==> config.mk <==
export PLATFORM = sky130hd
export DESIGN_NAME = fp_adder_pipe
export DESIGN_NICKNAME = d
export VERILOG_FILES = /design/src/rtl/fp_adder_pipe.sv
export SDC_FILE = /design/constraint.sdc
export NUM_CORES = 1
export LEC_CHECK = 0
export ABC_AREA = 0
export BUFFER_PORTS_ARGS = -buffer_cell sky130_fd_sc_hd__buf_2
export CAP_MARGIN = 10
export CORE_MARGIN = 4
export CORE_UTILIZATION = 62
export CTS_CLUSTER_DIAMETER = 30
export CTS_CLUSTER_SIZE = 14
export DETAILED_ROUTE_END_ITERATION = 10
export PLACE_DENSITY = 0.85
export SLEW_MARGIN = 40
export SYNTH_ARGS = -nofsm -noshare
export SYNTH_HDL_FRONTEND = slang
export SYNTH_SLANG_ARGS = --single-unit
==> constraint.sdc <==
create_clock -name clk -period 7.2 [get_ports clk]
set_input_delay 1.8 -clock clk [delete_from_list [all_inputs] [get_ports clk]]
set_output_delay 1.8 -clock clk [all_outputs]
set_load 0.02 [all_outputs]
==> src/rtl/fp_adder_pipe.sv <==
// Three-stage floating-point adder/subtractor with valid/ready handshake and global stall.
// Subnormal inputs are read as signed zero; results too small to normalise flush to zero.
module fp_adder_pipe #(
    parameter int EXP_W = 5,
    parameter int MAN_W = 10
) (
    input  logic                 clk,
    input  logic                 rst_n,
    input  logic                 in_valid,
    output logic                 in_ready,
    input  logic [EXP_W+MAN_W:0] a,
    input  logic [EXP_W+MAN_W:0] b,
    input  logic                 sub,
    output logic                 out_valid,
    input  logic                 out_ready,
    output logic [EXP_W+MAN_W:0] s,
    output logic                 ovf,
    output logic                 unf,
    output logic                 nan
);
    localparam int W     = 1 + EXP_W + MAN_W;
    localparam int SIG_W = MAN_W + 4;
    localparam int LZ_W  = $clog2(SIG_W) + 1;
    localparam logic [EXP_W-1:0] EXP_ONES = {EXP_W{1'b1}};
    localparam logic [EXP_W:0]   SH_MAX   = (EXP_W+1)'(MAN_W + 3);

    typedef struct packed {
        logic             vld;
        logic             sx;
        logic             sy;
        logic [EXP_W-1:0] ex;
        logic [SIG_W-1:0] mx;
        logic [SIG_W-1:0] my;
        logic             nan;
        logic             inf;
        logic             inf_sgn;
    } s1_t;

    typedef struct packed {
        logic             vld;
        logic             sgn;
        logic             zsgn;
        logic [EXP_W-1:0] ex;
        logic [SIG_W:0]   sum;
        logic             nan;
        logic             inf;
        logic             inf_sgn;
    } s2_t;

    typedef struct packed {
        logic         vld;
        logic [W-1:0] res;
        logic         ovf;
        logic         unf;
        logic         nan;
    } s3_t;

    s1_t s1_d, s1_q;
    s2_t s2_d, s2_q;
    s3_t s3_d, s3_q;
    logic stall_s;

    logic               sa_s, sb_s, zero_a_s, zero_b_s, swap_s;
    logic               inf_a_s, inf_b_s, nan_a_s, nan_b_s;
    logic [W-2:0]       mag_a_s, mag_b_s, mag_x_s, mag_y_s;
    logic [MAN_W:0]     sig_x_s, sig_y_s;
    logic [EXP_W:0]     diff_s, shamt_s;
    logic [2*MAN_W+3:0] y_wide_s;

    logic [LZ_W-1:0]    lz_s;
    logic [SIG_W-2:0]   nm_s;
    logic [EXP_W+1:0]   exp_n_s, exp_r_s;
    logic [MAN_W:0]     mant_r_s;
    logic               round_up_s, nonpos_s;

    assign stall_s   = s3_q.vld & ~out_ready;
    assign in_ready  = ~stall_s;
    assign out_valid = s3_q.vld;
    assign s         = s3_q.res;
    assign ovf       = s3_q.ovf;
    assign unf       = s3_q.unf;
    assign nan       = s3_q.nan;

    // Stage 1: classify, order by magnitude, align the smaller significand
    always_comb begin
        sa_s     = a[W-1];
        sb_s     = b[W-1] ^ sub;
        zero_a_s = (a[W-2:MAN_W] == {EXP_W{1'b0}});
        zero_b_s = (b[W-2:MAN_W] == {EXP_W{1'b0}});
        inf_a_s  = (a[W-2:MAN_W] == EXP_ONES) && (a[MAN_W-1:0] == {MAN_W{1'b0}});
        inf_b_s  = (b[W-2:MAN_W] == EXP_ONES) && (b[MAN_W-1:0] == {MAN_W{1'b0}});
        nan_a_s  = (a[W-2:MAN_W] == EXP_ONES) && (a[MAN_W-1:0] != {MAN_W{1'b0}});
        nan_b_s  = (b[W-2:MAN_W] == EXP_ONES) && (b[MAN_W-1:0] != {MAN_W{1'b0}});
        mag_a_s  = zero_a_s ? {(W-1){1'b0}} : a[W-2:0];
        mag_b_s  = zero_b_s ? {(W-1){1'b0}} : b[W-2:0];
        swap_s   = (mag_b_s > mag_a_s);
        mag_x_s  = swap_s ? mag_b_s : mag_a_s;
        mag_y_s  = swap_s ? mag_a_s : mag_b_s;
        sig_x_s  = (mag_x_s[W-2:MAN_W] == {EXP_W{1'b0}}) ? {(MAN_W+1){1'b0}}
                                                         : {1'b1, mag_x_s[MAN_W-1:0]};
        sig_y_s  = (mag_y_s[W-2:MAN_W] == {EXP_W{1'b0}}) ? {(MAN_W+1){1'b0}}
                                                         : {1'b1, mag_y_s[MAN_W-1:0]};
        diff_s   = {1'b0, mag_x_s[W-2:MAN_W]} - {1'b0, mag_y_s[W-2:MAN_W]};
        // Beyond MAN_W+3 places the whole significand already lands in sticky
        shamt_s  = (diff_s > SH_MAX) ? SH_MAX : diff_s;
        y_wide_s = {sig_y_s, {(MAN_W+3){1'b0}}} >> shamt_s;

        s1_d = s1_q;
        if (!stall_s) begin
            s1_d.vld     = in_valid;
            s1_d.sx      = swap_s ? sb_s : sa_s;
            s1_d.sy      = swap_s ? sa_s : sb_s;
            s1_d.ex      = mag_x_s[W-2:MAN_W];
            s1_d.mx      = {sig_x_s, 3'b000};
            s1_d.my      = {y_wide_s[2*MAN_W+3:MAN_W+1], |y_wide_s[MAN_W:0]};
            s1_d.nan     = nan_a_s | nan_b_s | (inf_a_s & inf_b_s & (sa_s ^ sb_s));
            s1_d.inf     = inf_a_s | inf_b_s;
            s1_d.inf_sgn = inf_a_s ? sa_s : sb_s;
        end else begin
            s1_d = s1_q;
        end
    end

    // Stage 2: signed significand add/subtract; X >= Y so the difference is never negative
    always_comb begin
        s2_d = s2_q;
        if (!stall_s) begin
            s2_d.vld     = s1_q.vld;
            s2_d.sgn     = s1_q.sx;
            s2_d.zsgn    = s1_q.sx & s1_q.sy;
            s2_d.ex      = s1_q.ex;
            s2_d.nan     = s1_q.nan;
            s2_d.inf     = s1_q.inf;
            s2_d.inf_sgn = s1_q.inf_sgn;
            if (s1_q.sx ^ s1_q.sy) begin
                s2_d.sum = {1'b0, s1_q.mx} - {1'b0, s1_q.my};
            end else begin
                s2_d.sum = {1'b0, s1_q.mx} + {1'b0, s1_q.my};
            end
        end else begin
            s2_d = s2_q;
        end
    end

    // Stage 3: normalise, round to nearest even, detect overflow/underflow, pack
    always_comb begin
        lz_s = {LZ_W{1'b0}};
        for (int i = 0; i < SIG_W; i++) begin
            lz_s = s2_q.sum[i] ? LZ_W'(SIG_W - 1 - i) : lz_s;
        end
        // nm_s drops the hidden bit: mantissa, then guard, round, sticky
        if (s2_q.sum[SIG_W]) begin
            nm_s    = {s2_q.sum[SIG_W-1:2], s2_q.sum[1] | s2_q.sum[0]};
            exp_n_s = {2'b00, s2_q.ex} + {{(EXP_W+1){1'b0}}, 1'b1};
        end else begin
            nm_s    = s2_q.sum[SIG_W-2:0] << lz_s;
            exp_n_s = {2'b00, s2_q.ex} - (EXP_W+2)'(lz_s);
        end
        nonpos_s   = exp_n_s[EXP_W+1] | (exp_n_s == {(EXP_W+2){1'b0}});
        round_up_s = nm_s[2] & (nm_s[1] | nm_s[0] | nm_s[3]);
        mant_r_s   = {1'b0, nm_s[SIG_W-2:3]} + {{MAN_W{1'b0}}, round_up_s};
        exp_r_s    = exp_n_s + {{(EXP_W+1){1'b0}}, mant_r_s[MAN_W]};

        s3_d = s3_q;
        if (!stall_s) begin
            s3_d.vld = s2_q.vld;
            s3_d.ovf = 1'b0;
            s3_d.unf = 1'b0;
            s3_d.nan = 1'b0;
            if (s2_q.nan) begin
                s3_d.res = {1'b0, EXP_ONES, 1'b1, {(MAN_W-1){1'b0}}};
                s3_d.nan = 1'b1;
            end else if (s2_q.inf) begin
                s3_d.res = {s2_q.inf_sgn, EXP_ONES, {MAN_W{1'b0}}};
            end else if (s2_q.sum == {(SIG_W+1){1'b0}}) begin
                s3_d.res = {s2_q.zsgn, {(W-1){1'b0}}};
            end else if (nonpos_s) begin
                s3_d.res = {s2_q.sgn, {(W-1){1'b0}}};
                s3_d.unf = 1'b1;
            end else if (exp_r_s >= {2'b00, EXP_ONES}) begin
                s3_d.res = {s2_q.sgn, EXP_ONES, {MAN_W{1'b0}}};
                s3_d.ovf = 1'b1;
            end else begin
                s3_d.res = {s2_q.sgn, exp_r_s[EXP_W-1:0], mant_r_s[MAN_W-1:0]};
            end
        end else begin
            s3_d = s3_q;
        end
    end

    // Pipeline registers; reset drops every in-flight operation
    always_ff @(posedge clk or negedge rst_n) begin
        if (!rst_n) begin
            s1_q <= '0;
            s2_q <= '0;
            s3_q <= '0;
        end else begin
            s1_q <= s1_d;
            s2_q <= s2_d;
            s3_q <= s3_d;
        end
    end

endmodule

# After elaboration in Yosys (flattened, before gate mapping)

Index checks and enable logic that the tools add are counted.

Logic and storage cells: 107
Memory bits (writable): 0
Memories: 0
Bits in registers: 82
Bits in latches: 0
Input bits: 37
Memory bits (read-only): 0

Div/mod/pow operators: 0
Magnitude comparators: 3
Muxes and demuxes: 39
$mul: 0
Bitwise operators: 17
Shift-type cells: 2
Reduce and logical (&&, ||, !) cells: 15
Equal/unequal tests: 2
Add/sub/neg operators: 7

Operators by type and width:

| cell                                                              | number |
|---|---|
| two-way mux 15 bit                                                | 7 |
| two-way mux 4 bit                                                 | 14 |
| two-way mux 16 bit                                                | 3 |
| right shift 24 x 6 -> 24 bit                                      | 1 |
| two-way mux 11 bit                                                | 2 |
| zero test 10 bit                                                  | 2 |
| zero test 5 bit                                                   | 4 |
| nonzero test 10 bit                                               | 2 |
| adder 14 x 14 -> 15 bit                                           | 1 |
| greater-than comparator 15 bit                                    | 1 |
| zero test 15 bit                                                  | 1 |
| subtractor 14 x 14 -> 15 bit                                      | 1 |
| two-way mux 13 bit                                                | 1 |
| << shifter 13 x 4 -> 13 bit                                       | 1 |
| adder 10 x 1 -> 11 bit                                            | 1 |
| OR reduction 11 bit                                               | 1 |
| equality test 5 bit, second input constant                        | 2 |
| adder 7 x 1 -> 7 bit                                              | 1 |
| greater-or-equal comparator 7 x 5 -> 1 bit, second input constant | 1 |
| zero test 7 bit                                                   | 1 |
| two-way mux 1 bit                                                 | 7 |
| two-way mux 7 bit                                                 | 1 |
| OR 1 bit                                                          | 7 |
| adder 5 x 1 -> 6 bit, second input constant                       | 1 |
| other kinds (9)                                                   | 21 |

# Depth between registers and ports, before layout

Word-level depth: 27
Gate-level depth with buffers: 28

# Worst setup path after synthesis

OpenSTA, ideal clock, no wires.

Kind: in2reg
Start point: in b[14]
End point: reg s1_q[3] in the netlist's numbering
Required time: 7.062 ns
Path buffers: 2
Stages on the path: 20
Slack: 1.031 ns
Arrival: 6.031 ns
Library setup time: 0.138 ns
Path through: nor3_1 -> nand2_1 -> clkbuf_1 -> and2_1 -> ha_1 -> nand4_1 -> nor2_1 -> a221oi_4 -> mux2i_1 -> and2_1 -> ha_1 -> a221oi_1 -> a21boi_2 -> o2bb2ai_1 -> a211oi_2 -> buf_6 -> mux2_1 -> or3_1 -> nor4b_1 -> o311ai_1

Cells in the longest elaborated chain, start to end: 9
Elaborated cells between the ends (all ways): 12
Classes of those cells: 1 x add/sub; 2 x order compare; 1 x shift; 5 x mux; 3 x reduce/logical

Ends and longest elaborated chain:

| what                                         | RTL line | text |
|---|---|---|
| start: declaration                           | 12       | `input logic [EXP_W+MAN_W:0] b,` |
| zero test 5 bit                              | 89       | `zero_b_s = (b[W-2:MAN_W] == {EXP_W{1'b0}});` |
| two-way mux 15 bit (*)                       | 95       | `mag_b_s = zero_b_s ? {(W-1){1'b0}} : b[W-2:0];` |
| greater-than comparator 15 bit               | 96       | `swap_s = (mag_b_s > mag_a_s);` |
| two-way mux 15 bit, on equally long branches | 97, 98   |  |
| subtractor 5 x 5 -> 6 bit                    | 103      | `diff_s = {1'b0, mag_x_s[W-2:MAN_W]} - {1'b0, mag_y_s[W-2:MAN_W]};` |
| greater-than comparator 6 x 4 -> 1 bit       | 105      | `shamt_s = (diff_s > SH_MAX) ? SH_MAX : diff_s;` |
| two-way mux 6 bit                            | 105      |  |
| right shift 24 x 6 -> 24 bit (*)             | 106      | `y_wide_s = {sig_y_s, {(MAN_W+3){1'b0}}} >> shamt_s;` |
| OR reduction 11 bit (*)                      | 115      | `s1_d.my = {y_wide_s[2*MAN_W+3:MAN_W+1], \|y_wide_s[MAN_W:0]};` |
| end signal: assignment                       | 194      | `s1_q <= '0;` |
| end signal: assignment                       | 198      | `s1_q <= s1_d;` |
| end: declaration                             | 58       | `s1_t s1_d, s1_q;` |

Mark *: on every way between the ends. The rest lies on a longest branch, timed or not.
A chain may end at the register's enable or synchronous reset.

# Worst setup path after layout

Start point: in a[14]
End point: reg s1_q[3] in the netlist's numbering

Cells in the longest elaborated chain, start to end: 9
Elaborated cells between the ends (all ways): 12
Classes of those cells: 1 x add/sub; 2 x order compare; 1 x shift; 5 x mux; 3 x reduce/logical

Ends and longest elaborated chain:

| what                                         | RTL line | text |
|---|---|---|
| start: declaration                           | 11       | `input logic [EXP_W+MAN_W:0] a,` |
| zero test 5 bit                              | 88       | `zero_a_s = (a[W-2:MAN_W] == {EXP_W{1'b0}});` |
| two-way mux 15 bit (*)                       | 94       | `mag_a_s = zero_a_s ? {(W-1){1'b0}} : a[W-2:0];` |
| greater-than comparator 15 bit               | 96       |  |
| two-way mux 15 bit, on equally long branches | 97, 98   |  |
| subtractor 5 x 5 -> 6 bit                    | 103      |  |
| greater-than comparator 6 x 4 -> 1 bit       | 105      |  |
| two-way mux 6 bit                            | 105      |  |
| right shift 24 x 6 -> 24 bit (*)             | 106      |  |
| OR reduction 11 bit (*)                      | 115      |  |

Marked as above.

==> reports/qor.yml <==
status: "complete, no violations"
die_area_um2: 14300
crit_type: "in -> reg"
path_max_fanout: 13
seqPwrFrac_pct: 26.3
drt_iter0_drc: 762
overflow: 0
port_buffers: 57
cts_buffers: 9
grt_pass1_wl_mm: 33.4
routed_via_density: 6.30
avgSynthCellArea_um2: 7.72
synth_nets: 1085
cts-htree-levels: 3
synth_largest_area_cell: "dfrtp_1"
p_int_mw: 1.65
grt_max_degree: 98
vias: 7450
seq_area_um2: 2050
n_antenna_cell: 0
drv_slew: 0
post_drt_wl_per_cell_um: 16.8
drc: 0
end_kind: "register"
die_w_um: 119
tritoncts: "done"
finalSetupViolations: 0
fin_nets: 1097
power_frac_clock_pct: 14.3
synth_area_um2: 7700
synth_edf_count: 0
hold_slack_ps: 458
tightest_slew_ps: 797
fp.dieH_um: 119
drive_gt1_share_pct: 11.8
dpl_cell_area_um2: 7960
start_util_pct: 63.8
cts_num_sinks: 82
core_um2: 12100
synthesis.instances: 998
fin_area_um2: 8290
power_switching_mw: 1.60
cp_data_required_time_ps: 7430
syn_to_final_growth_pct: 7.65
power.leakage_nw: 3.69
swShare_pct: 49.3
first_global_vias: 7039
clockRootBuffer: "clkbuf_16"
nFillCells: 1021
fin_skew_ps: 12.6
ctsHoldBuffers: 0
multi_input_area_um2: 5130
synth_cell_types: 92
synth_warnings: 0
clockBufferDepth: 2
synthTopCellsByArea: "dfrtp_1, ha_1, nand2_1"
grt_setup_unrepaired: "false"
synthTopCellsByCount: "nand2_1, dfrtp_1, nor2_1"
finalNonFillerCells: 1183
io_pins: 58
grt.total_usage_pct: 28.2
synth_flop_cell: "dfrtp_1"
final_antenna_net_count: 0
rows: 40
max_freq_ghz: 0.151
fin_setup_tns_ps: 0
powerDensity_nw_per_um2: 393
seq_area_frac_synth_pct: 26.6
ctsResizeCount: 0
irDropWorstVdd_uv: 205
cap_violations: 0
hold_violations: 0
clk_pin_slew_ps: 70
critPathLaunchType: "input port"
postCtsSetupBuffers: 0
wirelength_mm: 19.9
gp_congestion: 0.985
clk_latency_ps: 360
fin_crit_sh_pct: 91.7
synth_top_cell_area_share_pct: 26.6
post-route-min-period_ps: 6610
pwr-share-comb_pct: 59.4
cp.arrival_ps: 6840
antenna_found_initial: 0
hold_path_class: "reg -> reg"
synth-async-reset-ratio_pct: 100
maxSlewHeadroom_pct: 46.9
synth_most_common_cell: "nand2_1"
placed_cells: 1166
hpwl_mm: 14.7
firstDrtPassIters: 7
synth-seq-cells: 82
## power by group through the flow
| stage | clock network [mW] | logic (mW) | registers, mW |
|---|---|---|---|
| 2_1_floorplan | 0 | 1.55 | 0.776 |
| 3_3_place_gp | 0 | 1.85 | 0.850 |
| 3_5_place_dp | 0 | 1.89 | 0.855 |
| 4_1_cts | 0.470 | 1.91 | 0.848 |
| 5_1_grt | 0.489 | 2.15 | 0.880 |
| 6_report | 0.466 | 1.93 | 0.855 |
## path summary, 6_finish.rpt
check                         start  endpoint  slack [ps]  cells after the start
setup / recovery              a[14]   s1_q[3]         590                     20
hold / removal             s2_q[25]  s2_q[25]         460                      2
setup reg to reg            s2_q[5]      s[7]        1110                     23
hold reg to reg            s2_q[25]  s2_q[25]         460                      2
max in group asynchronous     rst_n       nan        4990                      3
min in group asynchronous     rst_n  s1_q[20]        1330                      1
## layout make-up
cell class	count	area share (%)
clock buffer	9	2.72
clock inverter	7	0.921
inverter	61	2.76
multi-input combinational	791	61.9
sequential	82	24.8
tap	168	2.54
timing repair buffer	65	4.39
## cell families (layout without fill, tap and decap cells)
group	count (synthesis)	in the layout	synth area share, %
xor gates and xnor gates	25	25	2.84
and+or+nand+nor	377	377	23.6
buffers and inverters	125	142	6.82
DFF	82	82	26.6
muxes	36	36	4.84
AOI/OAI and AO/OA	303	303	26.9
adders and majority gates	50	50	8.32
## critical path, cell delays in order
cell	delay (ps)
buf_2	110
nor3_1	170
nand3_1	410
nand2_1	270
ha_1	270
nand4_1	200
nor2_1	100
a221oi_4	450
mux2i_1	190
and2_1	180
ha_1	200
a221oi_1	240
a21boi_2	290
o2bb2ai_1	180
a2111oi_4	440
nand3_2	340
o211ai_1	380
nand2_1	110
nor4b_1	380
o311ai_1	120
## cell usage in the layout (no fill, tap or decap), types with 10 or more instances in the layout
cell	n
inv_1	59
o31ai_1	10
nand2b_1	13
and2_1	13
dfrtp_1	82
nand4_1	12
nor2_1	81
o21ai_0	78
ha_1	47
buf_2	56
nand3_1	26
xnor2_1	18
nor3_1	24
nand2_1	143
mux2i_1	28
a21oi_1	76
and3_1	13
a211oi_1	12
## registers in the layout, summed over array words and instances, names as in the netlist
signal / count
s1_q: 36
s2_q: 26
s: 16
nan: 1
out_valid: 1
ovf: 1
unf: 1
## routing by layer
| layer | track usage, % | routed length [um] | up-vias | part of all wire (%) |
|---|---|---|---|---|
| met5 | 0 | 0 | - | 0 |
| met4 | 8.52 | 437 | 0 | 2.2 |
| met3 | 4.70 | 1420 | 49 | 7.1 |
| met2 | 46.7 | 9410 | 296 | 47 |
| met1 | 37.8 | 8600 | 3487 | 43 |
| li1 | - | - | 3618 | - |
## per-stage QoR
step | utilization (%) | power, mW | setup WS, ps
3_3_place_gp | 66.0 | 2.70 | 446
4_1_cts | 68.5 | 3.23 | 696
6_report | 68.7 | 3.25 | 594
3_5_place_dp | 66.0 | 2.75 | 305
2_1_floorplan | - | 2.33 | 1030
5_1_grt | 68.7 | 3.52 | 73.3
No activity file was read; power rests on OpenSTA's default activity.
